===== config.mk =====
export PLATFORM = sky130hd
export DESIGN_NAME = stage_tag_flat
export DESIGN_NICKNAME = d
export VERILOG_FILES = /design/src/rtl/stage_tag_pkg.sv /design/src/rtl/stage_tag_if.sv /design/src/rtl/stage_tag_tag_reduce.sv /design/src/rtl/stage_tag.sv /design/src/flat_wrapper.sv
export SDC_FILE = /design/constraint.sdc
export NUM_CORES = 1
export LEC_CHECK = 0
export BUFFER_PORTS_ARGS = -buffer_cell sky130_fd_sc_hd__buf_2
export CORE_MARGIN = 2
export CORE_UTILIZATION = 35
export CTS_CLUSTER_SIZE = 16
export DETAILED_ROUTE_END_ITERATION = 8
export PLACE_DENSITY = 0.56
export SLEW_MARGIN = 20
export SYNTH_ARGS = -nofsm -noshare
export SYNTH_HDL_FRONTEND = slang
export SYNTH_SLANG_ARGS = --single-unit

===== constraint.sdc =====
create_clock -name clk2 -period 4.65 [get_ports clk2]
set_input_delay 0.93 -clock clk2 [delete_from_list [all_inputs] [get_ports clk2]]
set_output_delay 0.93 -clock clk2 [all_outputs]
set_load 0.02 [all_outputs]

===== src/rtl/stage_tag_pkg.sv =====
// stage_tag shared types: reduction op encodings and key bit layout.
// Imported by the interface, the tag reducer and the stage top.
package stage_tag_pkg;

  localparam int KEY_W       = 5;
  localparam int TAG_INV_BIT = 2;

  typedef enum logic [1:0] {
    OP_XNOR = 2'b00,
    OP_OR   = 2'b01,
    OP_AND  = 2'b10,
    OP_XOR  = 2'b11
  } op_e;

endpackage


===== src/rtl/stage_tag_if.sv =====
// Valid/ready bundle around stage_tag: upstream beat in, tagged word out.
// master = the side that drives beats and out_ready; slave = the stage.
interface stage_tag_if
  import stage_tag_pkg::*;
#(
  parameter int DATA_W = 16,
  parameter int TAG_W  = 1
) ();

  logic [KEY_W-1:0]        key_bits;
  logic [DATA_W-1:0]       in_data;
  logic                    in_valid;
  logic                    in_ready;
  logic [DATA_W+TAG_W-1:0] out_data;
  logic                    out_valid;
  logic                    out_ready;

  modport master (
    output key_bits, in_data, in_valid, out_ready,
    input  in_ready, out_data, out_valid
  );

  modport slave (
    input  key_bits, in_data, in_valid, out_ready,
    output in_ready, out_data, out_valid
  );

endinterface


===== src/rtl/stage_tag_tag_reduce.sv =====
// Per-slice reduction of a data word into TAG_W tag bits.
// Purely combinational; key[2] inverts every tag bit.
module tag_reduce
  import stage_tag_pkg::*;
#(
  parameter int DATA_W = 16,
  parameter int TAG_W  = 1
) (
  input  logic [DATA_W-1:0]    data,
  input  logic [TAG_INV_BIT:0] key,
  output logic [TAG_W-1:0]     tag
);

  localparam int S = DATA_W / TAG_W;

  op_e op;
  assign op = op_e'(key[1:0]);

  for (genvar i = 0; i < TAG_W; i++) begin : g_sl
    logic [S-1:0] sl;
    logic         r;

    assign sl = data[i*S +: S];

    always_comb begin
      r = 1'b0;
      unique case (op)
        OP_XNOR: r = ~^sl;
        OP_OR:   r = |sl;
        OP_AND:  r = &sl;
        OP_XOR:  r = ^sl;
      endcase
    end

    assign tag[i] = r ^ key[TAG_INV_BIT];
  end

endmodule


===== src/rtl/stage_tag.sv =====
// Tagging pipeline stage: appends slice-reduction tags to each beat and
// buffers tagged words in a small FIFO with a saturating pop counter.
module stage_tag
  import stage_tag_pkg::*;
#(
  parameter int DATA_W = 16,
  parameter int TAG_W  = 1,
  parameter int DEPTH  = 2,
  parameter int CNT_W  = 16
) (
  input  logic             clk2,
  input  logic             rst_n,
  stage_tag_if.slave       io,
  output logic [CNT_W-1:0] blk_count,
  output logic             busy
);

  localparam int OW = DATA_W + TAG_W;
  localparam int PW = $clog2(DEPTH);
  localparam logic [PW:0] OCC_FULL = (PW+1)'(DEPTH);

  logic [OW-1:0]    mem [DEPTH];
  logic [PW-1:0]    wptr;
  logic [PW-1:0]    rptr;
  logic [PW:0]      occ;
  logic [TAG_W-1:0] tag;
  logic             push;
  logic             pop;
  logic             unused_key;

  tag_reduce #(
    .DATA_W (DATA_W),
    .TAG_W  (TAG_W)
  ) u_tag (
    .data (io.in_data),
    .key  (io.key_bits[TAG_INV_BIT:0]),
    .tag  (tag)
  );

  assign unused_key = ^io.key_bits[KEY_W-1:TAG_INV_BIT+1];

  // Full blocks a push even when a pop happens the same cycle.
  assign io.in_ready  = rst_n && (occ != OCC_FULL);
  assign io.out_valid = (occ != '0);
  assign io.out_data  = mem[rptr];
  assign busy         = io.out_valid;

  assign push = io.in_valid && io.in_ready;
  assign pop  = io.out_valid && io.out_ready && rst_n;

  always_ff @(posedge clk2 or negedge rst_n) begin
    if (!rst_n) begin
      wptr      <= '0;
      rptr      <= '0;
      occ       <= '0;
      blk_count <= '0;
    end else begin
      if (push) wptr <= wptr + 1'b1;
      if (pop)  rptr <= rptr + 1'b1;
      unique case ({push, pop})
        2'b10:   occ <= occ + 1'b1;
        2'b01:   occ <= occ - 1'b1;
        default: occ <= occ;
      endcase
      if (pop && (blk_count != '1))
        blk_count <= blk_count + 1'b1;
    end
  end

  // Storage carries no reset; occupancy alone defines what is valid.
  always_ff @(posedge clk2) begin
    if (push) mem[wptr] <= {io.in_data, tag};
  end

endmodule


===== src/flat_wrapper.sv =====
// flat-port wrapper written by rule: the top's interface ports become plain ports
module stage_tag_flat import stage_tag_pkg::*;
#(
  parameter int DATA_W = 16,
  parameter int TAG_W  = 1,
  parameter int DEPTH  = 2,
  parameter int CNT_W  = 16
)
  (clk2, rst_n, blk_count, busy, io_key_bits, io_in_data, io_in_valid, io_out_ready, io_in_ready, io_out_data, io_out_valid);
  stage_tag_if #(.DATA_W(DATA_W), .TAG_W(TAG_W)) io_i ();
  input  logic clk2;
  input  logic rst_n;
  output logic [CNT_W-1:0] blk_count;
  output logic busy;
  input wire logic [$bits(io_i.key_bits)-1:0] io_key_bits;
  input wire logic [$bits(io_i.in_data)-1:0] io_in_data;
  input wire logic [$bits(io_i.in_valid)-1:0] io_in_valid;
  input wire logic [$bits(io_i.out_ready)-1:0] io_out_ready;
  output wire logic [$bits(io_i.in_ready)-1:0] io_in_ready;
  output wire logic [$bits(io_i.out_data)-1:0] io_out_data;
  output wire logic [$bits(io_i.out_valid)-1:0] io_out_valid;
  assign io_i.key_bits = io_key_bits;
  assign io_i.in_data = io_in_data;
  assign io_i.in_valid = io_in_valid;
  assign io_i.out_ready = io_out_ready;
  assign io_in_ready = io_i.in_ready;
  assign io_out_data = io_i.out_data;
  assign io_out_valid = io_i.out_valid;
  stage_tag #(.DATA_W(DATA_W), .TAG_W(TAG_W), .DEPTH(DEPTH), .CNT_W(CNT_W)) u_core (.clk2(clk2), .rst_n(rst_n), .io(io_i), .blk_count(blk_count), .busy(busy));
endmodule

==> impl_metrics.tcl, run 1 <==
set metrics [dict create \
    outcome "finished clean" \
    groute.usage.overall_pct 12.0 \
    ctsHoldBuffers 0 \
    ys_types 33 \
    antenna_found_initial 0 \
    core_area_um2 7210 \
    p_total_mw 1.40 \
    final-setup-viol-count 0 \
    final_max_slew_viol_count 0 \
    h-tree-depth 2 \
    rsz0062_at_grt "no" \
    yosys_register_bits 54 \
    setup_tns_ps 0 \
    holdCritPathClass "flop to flop" \
    yosys_warnings 0 \
    vdd.ir_drop.worst_uv 160 \
    layout_min_cycle_time_ps 2870 \
    die_area_um2 8110 \
    clock_latency_ps 300 \
    numCtsBuffers 5 \
    synth_top_area_cell "edfxtp_1" \
    crit_type "input pin to output port" \
    post_drt_wl_per_cell_um 12.8 \
    post_cts_resized 0 \
    postCtsSetupBuffers 0 \
    cp_cell_sequence "buf_2 > a21boi_0 > buf_2" \
    firstDrtPassIters 4 \
    clk_pin_slew_ps 100 \
    grt_max_degree 23 \
    avgViaCountPerCell 4.61 \
    diodes 0 \
    slowest_delay_ps 390 \
    arrival_ps 1940 \
    power_density_nw_per_um2 451 \
    start_util_pct 35.9 \
    required_ps 3720 \
    pre_cts_ws_ps 1690 \
    grt_pass1_vias 1610 \
    cts_tree "done" \
    synth_top_area_share_pct 39.4 \
    netlist_area_um2 2590 \
    regToRegSetupSlack_ps 2680 \
    maxCapViolCount 0 \
    min_from "u_core.blk_count[5]$_DFFE_PN0P_" \
    cp_slowest_cell "buf_2" \
    drc 0 \
    grt_pass1_wl_um 7770 \
    io_pins 61 \
    grt_overflow 0 \
    finalHoldViolations 0 \
    syn_to_final_growth_pct 19.3 \
    dp_cells 347 \
    fin_util_pct 42.9 \
    synth_area_leaders "edfxtp_1 39%, dfrtp_1 19%, ha_1 8.7%" \
    final_nets 298 \
    fillers 718 \
    finalClockSkew_ps 12.3 \
    setup_ws_ps 1780 \
    synth.yosys.seq_area_share_pct 58.7 \
    wirelength_um 4560 \
    hpwl_um 3370 \
    cts-root-buf "clkbuf_8" \
    critPathLaunchType "input pin" \
    holdWs_ps 491 \
    p_leak_nw 1.37 \
    max_slew_margin_pct 43.1 \
    fin_cells 355 \
    io_buffers 58 \
    die_w_um 90.1 \
    fin_area_um2 3090 \
    drtIter0Drc 36 \
    placed_area_um2 3000 \
    fin_crit_sh_pct 61.7 \
    place_congestion 0.712 \
    avgSynthCellArea_um2 13.5 \
    cp-end-kind "output port" \
    worstMarginPinSlew_ps 854 \
    critPathMaxFanout 22 \
    reg2reg_depth 3 \
    r2r-end "u_core.mem[1][10]$_DFFE_PP_" \
    synthesis.instances 192 \
    die_h_um 90.1 \
    clock.fmax_ghz 0.348 \
    cpMostUsedCell "buf_2" \
    min_to "u_core.blk_count[5]$_DFFE_PN0P_" \
    drive_above_1_share_pct 35.2 \
    synth_nets 235 \
    clock-sinks 54 \
    cts_buffer_depth 2 \
    placementRows 31 \
    hold_path_depth 1 \
    final_antenna_net_count 0 \
    vias 1638 \
    r2r_start "u_core.occ[0]$_DFFE_PN0P_" \
]
kinds of logic (layout without fill, tap and decap cells):
kind of cell	Yosys count	after routing	synth area share, %
AOI/OAI and AO/OA	8	8	2.70
xor gates and xnor gates	25	25	8.45
muxes	19	19	8.20
adders and majority gates	18	18	8.69
DFF	54	54	58.7
and+or+nand+nor	46	46	9.94
buffers and inverters	22	86	3.33
state kept, by name, indices dropped and copies added (netlist names):
name              count
u_core.occ            2
u_core.mem           34
u_core.blk_count     16
u_core.wptr           1
u_core.rptr           1
report_power, final:
part           internal (mW)  switching, mW
clock network          0.120          0.147
logic                  0.200          0.249
registers              0.595         0.0846
worst max path at each step:
stage                     cells past startpoint  slack [ps]  start                          end
after detailed placement                      3        1690  rst_n   u_core.mem[1][0]$_DFFE_PP_
after floorplan                               3        1730  rst_n   u_core.mem[0][0]$_DFFE_PP_
after global routing                          3        1650  rst_n                  io_in_ready
after global placement                        3        1700  rst_n  u_core.mem[1][12]$_DFFE_PP_
after CTS                                     3        1760  rst_n                  io_in_ready
final                                         3        1780  rst_n                  io_in_ready
synth_stat cells (all sizes together):
library cell and instances:
edfxtp 34, nor2 7, mux2i 1, o21bai 1, xnor2 21, nor3b 2, clkbuf 1, nand4b 1
o21ba 1, a21oi 2, dfrtp 20, a21boi 1, nand2 8, or3 1, and3 4, nor3 3
o211ai 1, nor4b 1, buf 2, mux2 18, and4 1, ha 18, o21ai 1, nand3 7
and4b 1, inv 19, o21a 1, or2 1, nand4 9, xor2 4
cell usage in the layout (no fill, tap or decap), types with 2 or more instances in the layout:
master / count
and3_1: 4
buf_2: 58
clkbuf_8: 6
dfrtp_1: 20
edfxtp_1: 34
ha_1: 18
inv_1: 19
mux2_2: 18
nand2_1: 8
nand3_1: 7
nand4_1: 8
nor2_1: 7
nor3_1: 3
nor3b_1: 2
xnor2_1: 21
xor2_1: 4
worst max-delay path: cells and delay by family:
kind                   cells  cell delay, ps
AOI/OAI and AO/OA          1             370
buffers and inverters      2             630
per-layer routing:
| layer | global-route usage, % | part of all wire (%) | routed length (µm) | up-vias |
|---|---|---|---|---|
| li1 | - | - | - | 800 |
| met1 | 15.7 | 48 | 2170 | 793 |
| met2 | 19.8 | 47 | 2130 | 41 |
| met3 | 2.77 | 4.4 | 199 | 4 |
| met4 | 4.23 | 1.2 | 53 | 0 |
| met5 | 0 | 0 | 0 | - |
area by class of cell:
| cell class | instances | area [µm²] | area share [%] |
|---|---|---|---|
| sequential | 54 | 1520 | 49.2 |
| multi-input combinational | 116 | 985 | 31.8 |
| timing repair buffer | 59 | 298 | 9.63 |
| tap | 99 | 124 | 4.00 |
| clock buffer | 6 | 82.6 | 2.67 |
| inverter | 19 | 71.3 | 2.31 |
| clock inverter | 2 | 11.3 | 0.364 |
Power figures use the tool's default switching activity.
==> run 2, diff against run 1 <==
--- a/config.mk
+++ b/config.mk
@@ -10,7 +10,7 @@
 export CORE_UTILIZATION = 35
 export CTS_CLUSTER_SIZE = 16
 export DETAILED_ROUTE_END_ITERATION = 8
-export PLACE_DENSITY = 0.56
+export PLACE_DENSITY = 0.58
 export SLEW_MARGIN = 20
 export SYNTH_ARGS = -nofsm -noshare
 export SYNTH_HDL_FRONTEND = slang
==> constraint.sdc (replaced) <==
create_clock -name clk2 -period 2.6 [get_ports clk2]
set_input_delay 0.52 -clock clk2 [delete_from_list [all_inputs] [get_ports clk2]]
set_output_delay 0.52 -clock clk2 [all_outputs]
set_load 0.02 [all_outputs]
==> impl_metrics.tcl, run 2 (synthesis results as in run 1) <==
set metrics [dict create \
    outcome "finished clean" \
    die_w_um 90.1 \
    slowest_delay_ps 600 \
    layout_min_cycle_time_ps 2220 \
    cts-root-buf "clkbuf_8" \
    reg2reg_depth 4 \
    h-tree-depth 2 \
    io_pins 61 \
    antenna_found_initial 0 \
    placed_area_um2 3020 \
    critPathBufInv 2 \
    drtIter0Drc 79 \
    largestRegisters "u_core.mem (34), u_core.blk_count (16), u_core.occ (2)" \
    p_int_mw 1.62 \
    wirelength_um 4730 \
    hpwl_um 3490 \
    critPathMaxFanout 10 \
    syn_to_final_growth_pct 19.7 \
    grt_max_degree 18 \
    vdd.ir_drop.worst_uv 319 \
    grt_util_met1_pct 17.2 \
    grt_pass1_vias 1610 \
    finalClockSkew_ps 9.95 \
    groute.usage.overall_pct 12.4 \
    largest_reg_flops 34 \
    post_cts_resized 0 \
    cp_slowest_cell "dfrtp_1" \
    max_slew_margin_pct 67.4 \
    cp_cell_sequence "buf_4 > mux2_2 > buf_2" \
    p_comb_share_pct 34.3 \
    finalHoldViolations 0 \
    worst-path-stages 3 \
    mostFrequentLayoutCells "58 x buf_2, 34 x edfxtp_1, 21 x xnor2_1" \
    required_ps 2080 \
    vias 1626 \
    fin_util_pct 43.0 \
    arrival_ps 1700 \
    clock_latency_ps 300 \
    use_met2_pct 19.1 \
    p_leak_nw 1.37 \
    cts_buffer_depth 2 \
    clock.fmax_ghz 0.451 \
    io_buffers 58 \
    holdWs_ps 29.9 \
    avgViaCountPerCell 4.54 \
    final_antenna_net_count 0 \
    grt_overflow 0 \
    p_sw_share_pct 34.7 \
    diodes 0 \
    cts_tree "done" \
    critPathLaunchType "flop" \
    firstDrtPassIters 4 \
    fin_area_um2 3100 \
    start_util_pct 35.9 \
    holdCritPathClass "input pin to asynchronous set/reset pin" \
    grt_use_met3_pct 3.35 \
    grt.busiest_layer "met2" \
    ctsHoldBuffers 0 \
    setup_tns_ps 0 \
    power_density_nw_per_um2 800 \
    die_area_um2 8110 \
    place_congestion 0.712 \
    crit_type "flop to output port" \
    largest-register "u_core.mem" \
    fillers 731 \
    final-setup-viol-count 0 \
    final_nets 301 \
    grt_pass1_wl_um 8030 \
    drc 0 \
    post_drt_wl_per_cell_um 13.2 \
    placementRows 31 \
    fin_crit_sh_pct 85.2 \
    clk_pin_slew_ps 100 \
    pwr-share-seq_pct 47.8 \
    final_max_slew_viol_count 0 \
    cp-end-kind "output port" \
    worstMarginPinSlew_ps 482 \
    numCtsBuffers 5 \
    crit_family "flip-flops" \
    postCtsSetupBuffers 0 \
    clock-sinks 54 \
    drive_above_1_share_pct 35.1 \
    layout_commonest_cell "buf_2" \
    p_switching_mw 0.861 \
    maxCapViolCount 0 \
    rsz0062_at_grt "no" \
    core_area_um2 7210 \
    clockPowerShare_pct 17.8 \
    die_h_um 90.1 \
]
[run 2: cell count changes in the layout (fill, tap and decap cells not counted), sizes merged]
cell / previous run / this run
clkinv: 1 / 2
inv: 20 / 19
buf: 59 / 62
[run 2: final timing paths]
check | start | to | slack [ps]
setup reg to reg | u_core.blk_count[6]$_DFFE_PN0P_ | u_core.blk_count[1]$_DFFE_PN0P_ | 800
setup / recovery | u_core.rptr$_DFFE_PN0P_ | io_out_data[3] | 380
min in group clk2 | io_in_data[7] | u_core.mem[0][8]$_DFFE_PP_ | 450
hold / removal | rst_n | u_core.occ[0]$_DFFE_PN0P_ | 30
hold reg to reg | u_core.blk_count[15]$_DFFE_PN0P_ | u_core.blk_count[15]$_DFFE_PN0P_ | 500
max in group asynchronous | rst_n | u_core.blk_count[5]$_DFFE_PN0P_ | 2120
[run 2: stage by stage]
stage,cells,power (mW),worst slack (ps)
6_report,358,2.48,385
5_1_grt,358,2.65,268
4_1_cts,358,2.53,345
2_1_floorplan,192,1.79,86.7
3_3_place_gp,350,2.06,534
3_5_place_dp,350,2.07,456
[run 2: metal layers]
layer | routed length (µm) | up-vias
met2 | 2170 | 36
met4 | 40 | 0
met1 | 2270 | 781
li1 | - | 807
met5 | 0 | -
met3 | 244 | 2
[run 2: power by group through the flow]
stage	logic (mW)	registers [mW]	clock network (mW)
2_1_floorplan	0.585	1.21	0
3_3_place_gp	0.860	1.20	0
3_5_place_dp	0.865	1.21	0
4_1_cts	0.871	1.19	0.468
5_1_grt	0.944	1.21	0.495
6_report	0.853	1.19	0.443
[run 2: cell type report]
cell class	count	area [µm²]	area share [%]
well taps	99	124	3.99
repair buffers	62	320	10.3
inverters	19	71.3	2.30
multi-input cells	116	985	31.7
clock buffers	6	72.6	2.34
flip-flops and latches	54	1520	49.0
clock inverters	2	8.76	0.282
[run 2: worst register-to-register path: cells and delay by family (launching register included)]
kind	cells	cell delay [ps]
AO/OA/AOI/OAI	1	370
multiplexers	1	380
flip-flops	1	450
AND/OR/NAND/NOR	2	480
